`src/rtl/pipe_addsub_if.sv`:
```
// pipe_addsub_if: operand/result stream for pipe_addsub, valid/ready on both sides
interface pipe_addsub_if #(parameter int WIDTH = 16);
    logic             in_valid, in_ready, cin, sub, sat;
    logic             out_valid, out_ready, cout, overflow, ovf_sticky, clr_sticky;
    logic [WIDTH-1:0] a, b, sum;
    modport master (
        output in_valid, a, b, cin, sub, sat, out_ready, clr_sticky,
        input  in_ready, out_valid, sum, cout, overflow, ovf_sticky
    );
    modport slave (
        input  in_valid, a, b, cin, sub, sat, out_ready, clr_sticky,
        output in_ready, out_valid, sum, cout, overflow, ovf_sticky
    );
endinterface

```
`src/rtl/pipe_addsub.sv`:
```
// pipe_addsub: pipelined add/sub with carry chain split into STAGES segments.
// Optional saturation on signed overflow when PIPE_ADDSUB_SAT_EN is defined.
module pipe_addsub #(
    parameter int WIDTH  = 16,
    parameter int STAGES = 2
) (
    input logic        clk,
    input logic        rst,
    pipe_addsub_if.slave io
);
    localparam int SEG = WIDTH / STAGES;
    localparam int L   = STAGES - 1;
    logic             vld [STAGES];
    logic             rc  [STAGES];
    logic [WIDTH-1:0] ra  [STAGES];
    logic [WIDTH-1:0] rb  [STAGES];
    logic [WIDTH-1:0] rs  [STAGES];
    logic [WIDTH-1:0] be;
    logic             ce, stall, ovf, sticky;
`ifdef PIPE_ADDSUB_SAT_EN
    logic             rsat [STAGES];
`else
    logic             unused_sat;
    assign unused_sat = io.sat;
`endif
    assign be          = io.sub ? ~io.b : io.b;
    assign ce          = io.sub ^ io.cin;
    assign stall       = vld[L] && !io.out_ready;
    assign io.in_ready = !stall && !rst;
    // stage 0 consumes the live operands; later stages read the previous register
    always_ff @(posedge clk or posedge rst) begin
        if (rst) begin
            vld[0] <= 1'b0;
            rc[0]  <= 1'b0;
            ra[0]  <= '0;
            rb[0]  <= '0;
            rs[0]  <= '0;
`ifdef PIPE_ADDSUB_SAT_EN
            rsat[0] <= 1'b0;
`endif
        end else if (!stall) begin
            vld[0] <= io.in_valid && io.in_ready;
            ra[0]  <= io.a;
            rb[0]  <= be;
            rs[0]  <= '0;
            {rc[0], rs[0][SEG-1:0]} <= {1'b0, io.a[SEG-1:0]} + {1'b0, be[SEG-1:0]} + (SEG+1)'(ce);
`ifdef PIPE_ADDSUB_SAT_EN
            rsat[0] <= io.sat;
`endif
        end
    end
    for (genvar k = 1; k < STAGES; k++) begin : g_stage
        always_ff @(posedge clk or posedge rst) begin
            if (rst) begin
                vld[k] <= 1'b0;
                rc[k]  <= 1'b0;
                ra[k]  <= '0;
                rb[k]  <= '0;
                rs[k]  <= '0;
`ifdef PIPE_ADDSUB_SAT_EN
                rsat[k] <= 1'b0;
`endif
            end else if (!stall) begin
                vld[k] <= vld[k-1];
                ra[k]  <= ra[k-1];
                rb[k]  <= rb[k-1];
                rs[k]  <= rs[k-1];
                {rc[k], rs[k][k*SEG +: SEG]} <= {1'b0, ra[k-1][k*SEG +: SEG]}
                                              + {1'b0, rb[k-1][k*SEG +: SEG]} + (SEG+1)'(rc[k-1]);
`ifdef PIPE_ADDSUB_SAT_EN
                rsat[k] <= rsat[k-1];
`endif
            end
        end
    end
    assign ovf = (ra[L][WIDTH-1] == rb[L][WIDTH-1]) && (rs[L][WIDTH-1] != ra[L][WIDTH-1]);
    always_ff @(posedge clk or posedge rst) begin
        if (rst) sticky <= 1'b0;
        else if (vld[L] && io.out_ready && ovf) sticky <= 1'b1;
        else if (io.clr_sticky) sticky <= 1'b0;
    end
    assign io.out_valid  = vld[L];
    assign io.cout       = rc[L];
    assign io.overflow   = ovf;
    assign io.ovf_sticky = sticky;
`ifdef PIPE_ADDSUB_SAT_EN
    // clamp toward the sign of a: positive overflow -> 0x7F..F, negative -> 0x80..0
    assign io.sum = (rsat[L] && ovf) ? {ra[L][WIDTH-1], {(WIDTH-1){~ra[L][WIDTH-1]}}} : rs[L];
`else
    assign io.sum = rs[L];
`endif
endmodule

```
`src/flat_wrapper.sv`:
```
// flat-port wrapper written by rule: the top's interface ports become plain ports
module pipe_addsub_flat 
#(
    parameter int WIDTH  = 16,
    parameter int STAGES = 2
)
  (clk, rst, io_in_valid, io_a, io_b, io_cin, io_sub, io_sat, io_out_ready, io_clr_sticky, io_in_ready, io_out_valid, io_sum, io_cout, io_overflow, io_ovf_sticky);
  pipe_addsub_if #(.WIDTH(WIDTH)) io_i ();
  input logic clk;
  input logic rst;
  input wire logic [$bits(io_i.in_valid)-1:0] io_in_valid;
  input wire logic [$bits(io_i.a)-1:0] io_a;
  input wire logic [$bits(io_i.b)-1:0] io_b;
  input wire logic [$bits(io_i.cin)-1:0] io_cin;
  input wire logic [$bits(io_i.sub)-1:0] io_sub;
  input wire logic [$bits(io_i.sat)-1:0] io_sat;
  input wire logic [$bits(io_i.out_ready)-1:0] io_out_ready;
  input wire logic [$bits(io_i.clr_sticky)-1:0] io_clr_sticky;
  output wire logic [$bits(io_i.in_ready)-1:0] io_in_ready;
  output wire logic [$bits(io_i.out_valid)-1:0] io_out_valid;
  output wire logic [$bits(io_i.sum)-1:0] io_sum;
  output wire logic [$bits(io_i.cout)-1:0] io_cout;
  output wire logic [$bits(io_i.overflow)-1:0] io_overflow;
  output wire logic [$bits(io_i.ovf_sticky)-1:0] io_ovf_sticky;
  assign io_i.in_valid = io_in_valid;
  assign io_i.a = io_a;
  assign io_i.b = io_b;
  assign io_i.cin = io_cin;
  assign io_i.sub = io_sub;
  assign io_i.sat = io_sat;
  assign io_i.out_ready = io_out_ready;
  assign io_i.clr_sticky = io_clr_sticky;
  assign io_in_ready = io_i.in_ready;
  assign io_out_valid = io_i.out_valid;
  assign io_sum = io_i.sum;
  assign io_cout = io_i.cout;
  assign io_overflow = io_i.overflow;
  assign io_ovf_sticky = io_i.ovf_sticky;
  pipe_addsub #(.WIDTH(WIDTH), .STAGES(STAGES)) u_core (.clk(clk), .rst(rst), .io(io_i));
endmodule
```
`config.mk`:
```
export PLATFORM = sky130hd
export DESIGN_NAME = pipe_addsub_flat
export DESIGN_NICKNAME = d
export VERILOG_FILES = /design/src/rtl/pipe_addsub_if.sv /design/src/rtl/pipe_addsub.sv /design/src/flat_wrapper.sv
export SDC_FILE = /design/constraint.sdc
export NUM_CORES = 1
export LEC_CHECK = 0
export BUFFER_PORTS_ARGS = -buffer_cell sky130_fd_sc_hd__clkbuf_2
export CORE_MARGIN = 4
export CORE_UTILIZATION = 59
export CTS_CLUSTER_DIAMETER = 100
export DETAILED_ROUTE_END_ITERATION = 16
export HOLD_SLACK_MARGIN = 0.1
export PLACE_DENSITY = 0.89
export REMOVE_ABC_BUFFERS = 1
export SYNTH_ARGS = -nofsm -noshare
export SYNTH_HDL_FRONTEND = slang
export SYNTH_SLANG_ARGS = --single-unit
```
`constraint.sdc`:
```
create_clock -name clk -period 4.4 [get_ports clk]
set_input_delay 1.32 -clock clk [delete_from_list [all_inputs] [get_ports clk]]
set_output_delay 1.32 -clock clk [all_outputs]
set_load 0.02 [all_outputs]
```
==> results of run 1 <==
layer usage:
layer	GRT usage (%)	share of wire, %	vias to the layer above
li1	-	-	1096
met1	22.5	43	1036
met3	4.80	5.2	11
met4	7.61	1.5	0
met5	0	0	-
met2	34.5	50	64
report_power, final:
part	switching (µW)	internal, µW
logic	320	218
clock network	135	112
registers	69.0	545
total	524	875
sequential cells by signal (all words and copies together) (netlist names):
signal / flops
u_core.io.sum: 16
u_core.ra: 9
u_core.rb: 9
u_core.rs: 8
u_core.io.cout: 1
u_core.io.out_valid: 1
u_core.io.ovf_sticky: 1
u_core.rc: 1
u_core.vld: 1
cell type report:
| type | count | area [µm²] | share of cell area (%) |
|---|---|---|---|
| multi-input cells | 221 | 1410 | 45.9 |
| clock buffers | 7 | 76.3 | 2.49 |
| repair buffers | 62 | 318 | 10.4 |
| well taps | 52 | 65.1 | 2.12 |
| clock inverters | 1 | 5.00 | 0.163 |
| inverters | 5 | 18.8 | 0.612 |
| flip-flops and latches | 47 | 1180 | 38.4 |
logic make-up after synthesis:
kind of cell	share of synthesized area (%)
AOI/OAI and AO/OA	14.4
xor gates and xnor gates	5.97
adders and majority gates	9.15
buffers and inverters	7.54
DFF	42.2
muxes	1.08
and+or+nand+nor	19.7
final timing paths:
path | start | to | cells past startpoint
setup / recovery | io_sub | u_core.rs[22]$_DFFE_PP0N_ | 9
hold / removal | u_core.vld[1]$_DFFE_PP0N_ | u_core.io.out_valid$_DFFE_PP0N_ | 1
setup reg to reg | u_core.rb[24]$_DFFE_PP0N_ | u_core.io.cout$_DFFE_PP0N_ | 6
hold reg to reg | u_core.vld[1]$_DFFE_PP0N_ | u_core.io.out_valid$_DFFE_PP0N_ | 1
max in group asynchronous | rst | u_core.rb[25]$_DFFE_PP0N_ | 3
min in group asynchronous | rst | u_core.io.sum[2]$_DFFE_PP0N_ | 2
worst max-delay path, cell delays in order:
cell                       delay, ns
sky130_fd_sc_hd__clkbuf_2       0.35
sky130_fd_sc_hd__xor2_1         0.29
sky130_fd_sc_hd__fa_1           0.46
sky130_fd_sc_hd__inv_1          0.09
sky130_fd_sc_hd__fa_1           0.20
sky130_fd_sc_hd__nor2b_1        0.07
sky130_fd_sc_hd__o31a_1         0.29
sky130_fd_sc_hd__or3_1          0.37
sky130_fd_sc_hd__nand3_1        0.09
cells in the final DEF (no fill, tap or decap), types with 2 or more instances in the layout:
cell and instances:
sky130_fd_sc_hd__nand2_1 84, sky130_fd_sc_hd__clkbuf_2 59, sky130_fd_sc_hd__dfrtp_1 47, sky130_fd_sc_hd__o21ai_0 24
sky130_fd_sc_hd__ha_1 14, sky130_fd_sc_hd__nor3b_1 12, sky130_fd_sc_hd__xor2_1 10, sky130_fd_sc_hd__xnor2_1 9
sky130_fd_sc_hd__a211oi_1 7, sky130_fd_sc_hd__nor2_1 6, sky130_fd_sc_hd__nor3_1 6, sky130_fd_sc_hd__clkbuf_8 5
sky130_fd_sc_hd__nand2b_1 4, sky130_fd_sc_hd__o21a_1 4, sky130_fd_sc_hd__a221oi_1 4, sky130_fd_sc_hd__inv_1 4
sky130_fd_sc_hd__a21o_1 4, sky130_fd_sc_hd__a21oi_1 4, sky130_fd_sc_hd__fa_1 4, sky130_fd_sc_hd__o31a_1 3
sky130_fd_sc_hd__mux2i_1 3, sky130_fd_sc_hd__o21bai_1 3, sky130_fd_sc_hd__buf_4 3, sky130_fd_sc_hd__o31ai_1 2
sky130_fd_sc_hd__nand3_1 2, sky130_fd_sc_hd__clkbuf_1 2
metrics by stage:
stage | total power (µW) | hold WS [ns] | worst slack, ns | cells
2_1_floorplan | 990 | 0.435 | 0.0654 | 273
3_3_place_gp | 1140 | 0.441 | 0.854 | 387
3_5_place_dp | 1160 | 0.456 | 0.783 | 387
4_1_cts | 1410 | 0.474 | 1.09 | 395
5_1_grt | 1510 | 0.489 | 0.959 | 395
6_report | 1400 | 0.468 | 1.09 | 395
==> run summary, run 1 <==
===============================================================================
CTS root buffer                                                    sky130_fd_sc_hd__clkbuf_8
Number of enable flip-flop cells after synthesis                              0
Cell type with the highest aggregate area in the netlist           sky130_fd_sc_hd__dfrtp_1
Global-route wire length before repair                                  9.40 mm
First-pass DRT Iterations                                                     5
Number of cells produced by synthesis                                       303
Largest net degree at the start of global routing                            73
Number of sinks driven by the clock tree                                     47
Clk buf depth                                                                 2
Util after Layout                                                         68.5%
Data arrival time of the worst path                                     3.54 ns
Final design area excluding fillers                                    3070 µm²
Power density over the cells                                         456 nW/µm²
CTS clk-pin slew, worst paths                                           0.08 ns
Hold-fix buffer count after cts                                               0
Share of the yosys chip area belonging to registers                       42.2%
Finish-stage setup viols                                                      0
Fill cell instance count of the final layout                                377
Global router's overall resource usage                                    19.5%
Flip-flop and latch count after synthesis                                    47
Area Overhead vs Synth                                                    9.96%
Leading cell type by number of instances after synthesis           sky130_fd_sc_hd__nand2_1
Number of vias in the routed layout                                       2,207
Slew at the pin with the worst max-slew slack                           1.03 ns
# rows                                                                       24
Count of unique library cells instantiated by Yosys                          38
Tcrit/Tclk final                                                          75.2%
Total wire length                                                       5.43 mm
Most used flip-flop cell after synthesis                           sky130_fd_sc_hd__dfrtp_1
Number of DRC markers after the initial detailed-route iteration            156
Starting utilization of the core area                                     62.3%
Number of input and output port buffers inserted                             59
Area of the core region                                                4470 µm²
Hold Crit Class                                                      reg -> reg
Type of destination of the critical path                               register
Chip Height                                                             76.8 µm
Critical path launch point type                                       input pin
Via count of the first global-routing pass                                2,218
Endpoints failing hold                                                        0
Share of Yosys cell area claimed by the top area cell type                42.2%
Mapped cell area                                                       2790 µm²
Global-route congestion overflow total                                        0
Min cycle time layout                                                   3.31 ns
Fraction of registers with async set or reset after synthesis              100%
Worst VDD drop                                                           185 µV
Final clock skew                                                     0.00726 ns
Clock tree from TritonCTS                                                  done
Routability Congestion                                                    0.842
Final antenna diode count                                                     0
Yosys warning total                                                           0
Setup slack of the worst register-to-register path                      2.01 ns
Resized Gates After CTS                                                       0
Number of top-level pins                                                     61
Reported leakage power                                               0.00152 µW
Top post-synthesis cells by area                                   sky130_fd_sc_hd__dfrtp_1 42%, sky130_fd_sc_hd__nand2_1 11%, sky130_fd_sc_hd__ha_1 6.3%
Commonest cells in the netlist                                     84 x sky130_fd_sc_hd__nand2_1, 47 x sky130_fd_sc_hd__dfrtp_1, 24 x sky130_fd_sc_hd__o21ai_0
Summed negative setup slack over all endpoints                             0 ns
Peak clock frequency supported by timing                                302 MHz
Count of nets left with antenna violations after detail routing               0
Setup repair after global routing missed its margin                       false
Top fanout value on the critical path                                        17
Required time of the worst setup path                                   4.63 ns
Max capacitance violation total                                               0
Die area                                                               5890 µm²
Outcome                                                            finished clean
Clock H-tree levels                                                           2
Number of buffers inserted by post-CTS setup repair                           0
Startpoint-to-endpoint class of the critical path                     in -> reg
Post-layout net count                                                       400
Final routed DRC violation total                                              0
Insertion delay to the later sink of the worst-skew pair                0.29 ns
Fraction of layout instances using a drive strength above 1               21.0%
Per-cell routed wire length                                             13.8 µm
Inserted Clock Buffers                                                        5
HPWL after detailed placement                                           3.97 mm
Via count normalized by instance count                                     5.59
Total placed instance area                                             2990 µm²
Antenna violations before repair                                              0
Post-synthesis area per instance                                       9.20 µm²
Die Width                                                               76.8 µm
Max-Slew Margin vs Limit                                                  31.3%
Final Max Tran Viols                                                          0
===============================================================================
Note: power is estimated with default switching activity, not from simulation.
==> run 2: changes to the inputs <==
Settings changed: CORE_UTILIZATION 59 to 54, PLACE_DENSITY 0.89 to 0.82.
Clock period 4.4 ns to 3.3 ns, I/O delays scaled along.
==> run 2 against run 1 <==
Compared with the run above: global-route usage fell by 1.5 points; critical endpoint is now u_core.rs[23]$_DFFE_PP0N_; final area increased by 1.6%; first-iteration DRC count shrank 50%.
==> run summary, run 2 (same netlist as run 1, synthesis figures left out) <==
===============================================================================
Outcome                                                            finished clean
Number of top-level pins                                                     61   unchanged
Type of destination of the critical path                               register
Switching share of power                                                  37.5%   about the same
Master of the slowest instance on the critical path                sky130_fd_sc_hd__a211oi_1
Power density over the cells                                         600 nW/µm²   +32%
Resized Gates After CTS                                                       0   unchanged
Die Width                                                               79.9 µm   +4.1%
Combinational power share                                                 38.3%   -0.2 points
Total placed instance area                                             3030 µm²   +1.6%
Antenna violations before repair                                              0   unchanged
Total instance count after detailed placement                               404   +4.4%
Clk buf depth                                                                 2   unchanged
Max-Slew Margin vs Limit                                                  57.2%   +26 points
CTS root buffer                                                    sky130_fd_sc_hd__clkbuf_8
Top fanout value on the critical path                                        15   -2
Number of vias in the routed layout                                       2,156   -2.3%
Worst setup startpoint                                                   io_sub
Clock Power Share                                                         18.1%   +0.5 points
Peak clock frequency supported by timing                                383 MHz
Final clock skew                                                     0.00782 ns   +0.000555 ns
Chip Height                                                             79.9 µm   +4.1%
Ordered list of cells on the worst path                            clkbuf_2 -> buf_4 -> xor2_1 -> ha_1 -> a211oi_1 -> o21a_1 -> nor4_1 -> a211o_1
Top Family by Delay on Critical Path                               compound AO/OA/AOI/OAI gates
Worst r2r src                                                      u_core.rb[24]$_DFFE_PP0N_
Final Max Tran Viols                                                          0   unchanged
Startpoint-to-endpoint class of the critical path                     in -> reg
Starting utilization of the core area                                     57.5%   -4.8 points
Number of cells on the worst reg-to-reg path                                  6   unchanged
Data arrival time of the worst path                                     2.79 ns   -0.75 ns
Setup repair after global routing missed its margin                       false
Final antenna diode count                                                     0   unchanged
Number of input and output port buffers inserted                             59   unchanged
HPWL after detailed placement                                           3.84 mm   -3.3%
CTS clk-pin slew, worst paths                                           0.08 ns   about the same
Hold-fix buffer count after cts                                               0   unchanged
Clock tree from TritonCTS                                                  done
Number of sinks driven by the clock tree                                     47   unchanged
Insertion delay to the later sink of the worst-skew pair                0.30 ns   about the same
Via count of the first global-routing pass                                2,095   -5.5%
Most common cell after layout, fill and taps aside                 sky130_fd_sc_hd__nand2_1
Part of the power in registers                                            43.7%   -0.2 points
Sw Pwr                                                                   701 µW   +34%
Min cycle time layout                                                   2.61 ns
Number of DRC markers after the initial detailed-route iteration             78   -50%
Slew at the pin with the worst max-slew slack                          0.642 ns   -0.388 ns
Global router's overall resource usage                                    18.0%   -1.5 points
Die area                                                               6380 µm²   +8.3%
Per-cell routed wire length                                             12.6 µm   -8.2%
Post-layout net count                                                       402   +0.50%
Via count normalized by instance count                                     5.23   -6.3%
Max capacitance violation total                                               0   unchanged
Area Overhead vs Synth                                                    11.8%
Worst VDD drop                                                           292 µV   +58%
Post-route non-filler standard cell count                                   412   +4.3%
Area of the core region                                                4850 µm²   +8.4%
Endpoints failing hold                                                        0   unchanged
Global-route wire length before repair                                  9.11 mm   -3.1%
Critical path launch point type                                       input pin
# rows                                                                       25   +4.2%
First-pass DRT Iterations                                                     4   -1
Setup slack of the worst register-to-register path                      0.91 ns   -1.10 ns
Commonest non-fill, non-tap cells in the layout                    84 x sky130_fd_sc_hd__nand2_1, 59 x sky130_fd_sc_hd__clkbuf_2, 47 x sky130_fd_sc_hd__dfrtp_1
Reported leakage power                                               0.00153 µW   +0.76%
Summed negative setup slack over all endpoints                             0 ns   unchanged
End point of the critical path                                     u_core.rs[23]$_DFFE_PP0N_
Clock H-tree levels                                                           2   unchanged
Buf/Inv on CP                                                                 2   unchanged
Internal power                                                          1170 µW   +34%
Max FFs per register                                                         16   unchanged
Final routed DRC violation total                                              0   unchanged
Count of nets left with antenna violations after detail routing               0   unchanged
Final design area excluding fillers                                    3120 µm²   +1.6%
Tcrit/Tclk final                                                          79.2%
Endpoint of the worst register-to-register path                    u_core.io.cout$_DFFE_PP0N_
Inserted Clock Buffers                                                        5   unchanged
Finish-stage setup viols                                                      0   unchanged
Hold Crit Class                                                      reg -> reg
Routability Congestion                                                    0.865   +2.7%
Fraction of layout instances using a drive strength above 1               21.7%   +0.75 points
Total wire length                                                       5.20 mm   -4.2%
Number of buffers inserted by post-CTS setup repair                           0   unchanged
Largest net degree at the start of global routing                            73   unchanged
Cell depth of the worst setup path                                            8   -1
Maximum cell stage delay along the critical path                        0.36 ns   -0.10 ns
Worst hold slack                                                       0.469 ns   +0.00180 ns
Global-route congestion overflow total                                        0   unchanged
Required time of the worst setup path                                   3.48 ns   -1.15 ns
===============================================================================
[run 2: metal layers]
layer	vias to the layer above	track usage, %	share of wire (%)	wire (µm)
met5	-	0	0	0
met4	0	4.90	1.2	60
met3	7	4.29	5.1	267
met2	43	31.9	50	2610
met1	1006	21.7	44	2260
li1	1100	-	-	-
[run 2: cell type report]
cell class              count  area [µm²]
fillers                   434        1730
multi-input cells         221        1410
flip-flops and latches     47        1180
repair buffers             64         345
well taps                  67        83.8
clock buffers               6        72.6
inverters                   5        18.8
clock inverters             2        12.5
[run 2: how the worst min path moves through the flow]
stage,endpoint,cells after the start,start,slack (ns)
3_3_place_gp,u_core.io.out_valid$_DFFE_PP0N_,1,u_core.vld[1]$_DFFE_PP0N_,0.44
5_1_grt,u_core.io.sum[9]$_DFFE_PP0N_,2,u_core.io.sum[9]$_DFFE_PP0N_,0.50
3_5_place_dp,u_core.io.sum[8]$_DFFE_PP0N_,2,u_core.io.sum[8]$_DFFE_PP0N_,0.45
2_1_floorplan,u_core.io.out_valid$_DFFE_PP0N_,1,u_core.vld[1]$_DFFE_PP0N_,0.43
4_1_cts,u_core.io.sum[8]$_DFFE_PP0N_,2,u_core.io.sum[8]$_DFFE_PP0N_,0.47
6_report,u_core.io.sum[9]$_DFFE_PP0N_,2,u_core.io.sum[9]$_DFFE_PP0N_,0.47
[run 2: stage by stage]
step,util [%],power (µW),setup slack [ns]
after CTS,64.3,1890,0.686
after floorplan,-,1320,-0.375
after detailed placement,62.5,1550,0.367
after global placement,62.5,1530,0.415
after global routing,64.3,2020,0.547
final,64.3,1870,0.688
[run 2: power by group through the flow]
stage	Clock [µW]	Combinational, µW	Sequential [µW]
6_report	338	716	817
5_1_grt	379	803	838
4_1_cts	349	725	819
3_5_place_dp	0	723	830
3_3_place_gp	0	702	824
2_1_floorplan	0	398	922
[run 2: worst reg2reg max path: cells and delay by family, from the launching register on]
kind	cells	cell delay [ns]
simple gates	1	0.09
compound gates	3	0.82
flops	1	0.41
fa+ha+maj	2	0.96
